File: config.mk
export PLATFORM = sky130hd
export DESIGN_NAME = farm_road_timer
export DESIGN_NICKNAME = d
export VERILOG_FILES = /design/src/rtl/farm_road_timer.sv
export SDC_FILE = /design/constraint.sdc
export NUM_CORES = 1
export LEC_CHECK = 0
export ABC_CLOCK_PERIOD_IN_PS = 3200
export BUFFER_PORTS_ARGS = -buffer_cell sky130_fd_sc_hd__buf_2
export CAP_MARGIN = 20
export CORE_MARGIN = 10
export CORE_UTILIZATION = 55
export DETAILED_ROUTE_END_ITERATION = 7
export HOLD_SLACK_MARGIN = 0.05
export PLACE_DENSITY = 0.87
export SLEW_MARGIN = 15
export SYNTH_ARGS = -nofsm -noshare
export SYNTH_HDL_FRONTEND = slang
export SYNTH_SLANG_ARGS = --single-unit
File: constraint.sdc
create_clock -name clk -period 3.2 [get_ports clk]
set_clock_uncertainty 0.15 [all_clocks]
set_input_delay 0.64 -clock clk [delete_from_list [all_inputs] [get_ports clk]]
set_output_delay 0.64 -clock clk [all_outputs]
set_load 0.005 [all_outputs]
File: src/rtl/farm_road_timer.sv
// Farm-road side of the traffic-light pair: times each highway phase decoded from HW_LED,
// issues the time_out advance strobe and sequences the farm lamps during highway red.
module farm_road_timer #(
    parameter int unsigned HW_GREEN_MIN   = 8,
    parameter int unsigned HW_YELLOW_TIME = 3,
    parameter int unsigned FR_GREEN_TIME  = 5,
    parameter int unsigned FR_YELLOW_TIME = 2,
    parameter int unsigned CNT_W          = 8
) (
    input  logic       clk,
    input  logic       rst_n,
    input  logic       sensor,
    input  logic [2:0] HW_LED,
    output logic       time_out,
    output logic [2:0] FR_LED,
    output logic       phase_err
);

    typedef enum logic [1:0] {PH_HG, PH_HY, PH_HR, PH_ERR} phase_t;
    typedef enum logic [1:0] {FS_IDLE, FS_FG, FS_FY} farm_t;

    localparam logic [CNT_W-1:0] HG_LAST = CNT_W'(HW_GREEN_MIN - 1);
    localparam logic [CNT_W-1:0] HY_LAST = CNT_W'(HW_YELLOW_TIME - 1);
    localparam logic [CNT_W-1:0] FG_LAST = CNT_W'(FR_GREEN_TIME - 1);
    localparam logic [CNT_W-1:0] HR_LAST = CNT_W'(FR_GREEN_TIME + FR_YELLOW_TIME - 1);

    logic [2:0]       hw_prev;
    logic [CNT_W-1:0] cnt_q;
    logic [CNT_W-1:0] cnt;
    logic             changed;
    phase_t           phase;
    farm_t            farm_q;
    farm_t            farm_cur;
    farm_t            farm_d;

    always_comb begin
        phase = PH_ERR;
        case (HW_LED)
            3'b100:  phase = PH_HG;
            3'b010:  phase = PH_HY;
            3'b001:  phase = PH_HR;
            default: phase = PH_ERR;
        endcase
    end

    // A change of HW_LED restarts timing in the same cycle, so the registered
    // count and farm state are overridden combinationally on the change cycle.
    assign changed = (HW_LED != hw_prev);
    assign cnt     = changed ? '0 : cnt_q;

    always_comb begin
        farm_cur = FS_IDLE;
        farm_d   = FS_IDLE;
        if (phase == PH_HR) begin
            farm_cur = (changed || farm_q == FS_IDLE) ? FS_FG : farm_q;
            case (farm_cur)
                FS_FG:   farm_d = (cnt == FG_LAST) ? FS_FY : FS_FG;
                FS_FY:   farm_d = FS_FY;
                default: farm_d = FS_IDLE;
            endcase
        end
    end

    always_comb begin
        time_out  = 1'b0;
        FR_LED    = 3'b001;
        phase_err = 1'b0;
        if (rst_n) begin
            case (phase)
                PH_HG: time_out = sensor && (cnt >= HG_LAST);
                PH_HY: time_out = (cnt == HY_LAST);
                PH_HR: begin
                    FR_LED   = (farm_cur == FS_FY) ? 3'b010 : 3'b100;
                    time_out = (farm_cur == FS_FY) && (cnt == HR_LAST);
                end
                default: phase_err = 1'b1;
            endcase
        end
    end

    always_ff @(posedge clk or negedge rst_n) begin
        if (!rst_n) begin
            hw_prev <= 3'b100;
            cnt_q   <= '0;
            farm_q  <= FS_IDLE;
        end else begin
            hw_prev <= HW_LED;
            cnt_q   <= (cnt == '1) ? cnt : cnt + CNT_W'(1);
            farm_q  <= farm_d;
        end
    end

endmodule
[Yosys cells after proc, flatten, opt, wreduce, memory -nomap -nowiden]
Cells that the tools add are included.
Storage, ports and cells
  bits in registers: 13
  input bits: 6
  logic and storage cells: 39
Cells by class
  $add $sub $neg: 1
  order comparisons: 1
  eq/ne operators: 13
  mux-type cells: 15
  reduce and logical (&&, ||, !) cells: 6
Operators by type and width (count)
  $eq A8 B3 Y1 const B: 2
  $mux W8: 2
  $mux W3: 3
  $add A8 B1 Y8 const B: 1
  $eq A8 B2 Y1 const B: 1
  $eq A8 B8 Y1 const B: 1
  $ge A8 B3 Y1 const B: 1
  $mux W2: 4
  $eq A2 B2 Y1 const B: 3
  $pmux W2 S3: 1
  $eq A2 B1 Y1 const B: 2
  $logic_not A2 Y1: 2
  $pmux W2 S2: 1
  $eq A3 B1 Y1 const B: 1
  $eq A3 B2 Y1 const B: 1
  $eq A3 B3 Y1 const B: 1
  $mux W1: 3
  $ne A3 B3 Y1: 1
  $pmux W1 S3: 1
  $reduce_or A3 Y1: 1
  $logic_and A1 B1 Y1: 2
  $logic_or A1 B1 Y1: 1

[Longest topological paths before layout]
  word-level depth: 8
  gate-level depth with buffers: 10
  mapped depth without buffers: 10

[Worst setup path before layout]
No wires, ideal clock.
  path kind: input port to output port
  start: input port HW_LED[2]
  end: output port time_out
  arrival time: 1.998 ns
  data required time: 2.410 ns
  path slack: 0.412 ns
  cell stages on the path: 9
  buffers on the path: 0
  cells stage by stage: xor2_1 > nor3_2 > nand2_1 > inv_1 > ha_1 > nand2_1 > a21oi_1 > a21oi_1 > o31ai_2
On the way
  cells in the longest elaborated chain, start to end: 8
  elaborated cells on any way between the ends: 20
Ends and longest elaborated chain
  start: declaration: RTL line 13  | input logic [2:0] HW_LED,
  $eq A3 B1 Y1, or another cell as far along: RTL line 38  | case (HW_LED)
  $pmux W2 S3 or $logic_or A1 B1 Y1 (tied branches): RTL line 38, 55
  $eq A2 B2 Y1 or $mux W2 (tied branches): RTL line 54, 69, 55
  $mux W2: RTL line 54  | if (phase == PH_HR) begin
  $eq A2 B2 Y1: RTL line 74  | time_out = (farm_cur == FS_FY) && (cnt == HR_LAST);
  $logic_and A1 B1 Y1: RTL line 74
  $pmux W1 S3 (*): RTL line 69  | case (phase)
  $mux W1 (*): RTL line 68  | if (rst_n) begin
  end: declaration: RTL line 14  | output logic time_out,
Mark *: on every way between the ends. The rest lies on a longest branch, timed or not.

[Final worst setup path]
  start: input port HW_LED[0]
  end: output port time_out
The elaborated chain is that of the path after synthesis.

==> flow_metrics.tcl <==
set metrics [dict create \
    die_w_microns 59.4 \
    totalWireLength_microns 1860 \
    ys_seq_area_frac 0.383 \
    syn_area_sq_um 853 \
    start_util 0.573 \
    hold_viol_final 0 \
    synth_area_leader_cell "dfrtp_1" \
    route.vias.total 744 \
    path_class "input port to output port" \
    drv_slew 0 \
    cp-startpoint "HW_LED[0]" \
    grt_max_degree 17 \
    multiInputGateArea_sq_um 499 \
    io_pins 11 \
    antenna_found_initial 0 \
    critPathCaptureType "output port" \
    overflow 0 \
    io_buffer_count 10 \
    holdWs_ns 0.170 \
    startpoint_type "input port" \
    p_leak_nw 0.431 \
    crit_fanout 6 \
    status "completed" \
    first_pass_iters 4 \
    nFillCells 120 \
    root_buffer "clkbuf_4" \
    synth_seq_cells 13 \
    ys_top_cells_by_area "dfrtp_1 35%, ha_1 7.3%, nand2_1 6.2%" \
    worst_pin_slew_ns 0.511 \
    layout_commonest_cell "nand2_1" \
    r2r_start "hw_prev[2]$_DFF_PN1_" \
    max-slew-margin-rel 0.656 \
    cp.arrival_ns 2.23 \
    clk_pin_slew_worst_paths_ns 0.08 \
    layout-drive-gt1-share 0.205 \
    grt_setup_unrepaired "false" \
    fp.dieH_microns 59.4 \
    finalCritPeriodShare 0.945 \
    dieArea_sq_um 3530 \
    dr.first_iter.drc_count 15 \
    viasPerCell 5.81 \
    crit_required_ns 2.41 \
    fin_tns_setup_ns 0 \
    drc_errors 0 \
    antennaDiodeCount 0 \
    setup_violations 0 \
    clock_latency_ns 0.28 \
    yosys_warnings 0 \
    cts_max_path_buffers 2 \
    core_sq_um 1490 \
    syn2layout_area_growth_pct 14.7 \
    final_cell_mix "14 x nand2_1, 12 x dfrtp_1, 11 x nor2_1, 10 x buf_2" \
    grt_pass1_vias 725 \
    postRouteAntennaNets 0 \
    dpl.hpwl_microns 1380 \
    cap_violations 0 \
    rows 14 \
    layout.nets 124 \
    seq_area_sq_um 327 \
    syn_avg_cell_area_sq_um 8.98 \
    fmax_mhz 331 \
    postSynthCellCount 95 \
    period_needed_ns 3.02 \
    cts_tree "built" \
    min_path_type "input port to async pin" \
    gp_congestion 0.847 \
    grt_pass1_wl_microns 3030 \
    synth.distinct_cells 34 \
    synth_fp_nets 106 \
    numCtsBuffers 3 \
    peakVddDrop_mv 0.284 \
    cts_htree_levels 1 \
    track_usage 0.111 \
    cts_sinks 13 \
    synth_top_area_frac 0.352 \
    post_drt_wl_per_cell_microns 14.5 \
    powerDensity_nw_per_um2 327 \
]
==> worst max-delay path, cell delays in order <==
cell and delay (ns):
buf_2 0.14, xor2_1 0.21, nor3_4 0.23, nand2_1 0.11
inv_1 0.09, ha_1 0.17, nand2_1 0.06, a21oi_1 0.17
a21oi_1 0.07, o31ai_2 0.21, buf_2 0.14
==> what timing repair did <==
item | in CTS | in global routing
resized for setup | 0 | 1
endpoints found under the setup margin | 0 | 1
setup buffers | 0 | 1
endpoints found under the hold margin | 0 | 0
hold buffers | 0 | 0
==> area by class of cell <==
class | count | area share
sequential | 13 | 0.334
inverter | 5 | 0.0192
clock buffer | 4 | 0.0269
timing repair buffer | 15 | 0.0895
tap | 16 | 0.0205
multi-input combinational | 75 | 0.510
==> path summary, 6_finish.rpt <==
check / end / slack (ns) / cells past startpoint
max reg2reg: cnt_q[1]$_DFF_PN0_ / 0.58 / 11
max in group asynchronous: hw_prev[2]$_DFF_PN1_ / 2.49 / 2
max: time_out / 0.18 / 11
min: hw_prev[1]$_DFF_PN0_ / 0.17 / 2
min in group clk: hw_prev[2]$_DFF_PN1_ / 0.36 / 1
min reg2reg: cnt_q[5]$_DFF_PN0_ / 0.41 / 1
==> metal layers <==
layer / routed length [microns] / vias up / global-route usage
met2: 923 / 20 / 0.184
met4: 47 / 0 / 0.0557
met5: 0 / - / 0
li1: - / 362 / -
met1: 799 / 355 / 0.119
met3: 84 / 7 / 0.0451
==> per-stage QoR <==
stage / std cells / instance area (sq um) / utilization / power [mW] / setup slack [ns]
after floorplan: 95 / 853 / - / 0.198 / 0.412
after CTS: 127 / 965 / 0.648 / 0.318 / 0.0588
after global placement: 123 / 938 / 0.630 / 0.214 / 0.142
after detailed placement: 123 / 938 / 0.630 / 0.216 / 0.0659
after global routing: 128 / 978 / 0.657 / 0.336 / 0.0432
final: 128 / 978 / 0.657 / 0.320 / 0.177
==> kinds of logic (layout without fill, tap and decap cells) <==
logic type / count (synthesis) / after routing / share of synthesized area
buf+inv: 7 / 24 / 0.0396
xor+xnor: 6 / 6 / 0.0616
mux: 3 / 3 / 0.0381
flops: 13 / 13 / 0.383
compound gates: 11 / 11 / 0.0953
simple gates: 50 / 50 / 0.309
fa+ha+maj: 5 / 5 / 0.0733
==> registers in the layout (all words and copies together), names as in the netlist <==
name	flops
hw_prev	3
cnt_q	8
farm_q	2
==> power by group <==
part / switching, mW / internal [mW] / total [mW]
combinational: 0.0255 / 0.0177 / 0.0433
sequential: 0.00378 / 0.169 / 0.173
clock: 0.0548 / 0.0484 / 0.103
==> cells in the mapped netlist <==
cell type / number
nand2_1: 14
dfrtp_1: 12
nor2_1: 11
a21oi_1: 5
ha_1: 5
inv_1: 5
nor3_1: 4
xor2_1: 4
and2_1: 2
nand4_1: 2
nand4b_1: 2
nor2b_1: 2
nor3b_1: 2
nor4_1: 2
o21ai_0: 2
or3_1: 2
xnor2_1: 2
a31oi_1: 1
and3_1: 1
and4_1: 1
buf_6: 1
clkbuf_1: 1
dfstp_2: 1
mux2_1: 1
mux2_2: 1
mux2i_1: 1
nand2b_1: 1
nand3_1: 1
nor3_2: 1
nor4bb_1: 1
o211ai_1: 1
o22ai_4: 1
o31ai_2: 1
or3b_1: 1
(Power assumes the default switching activity.)
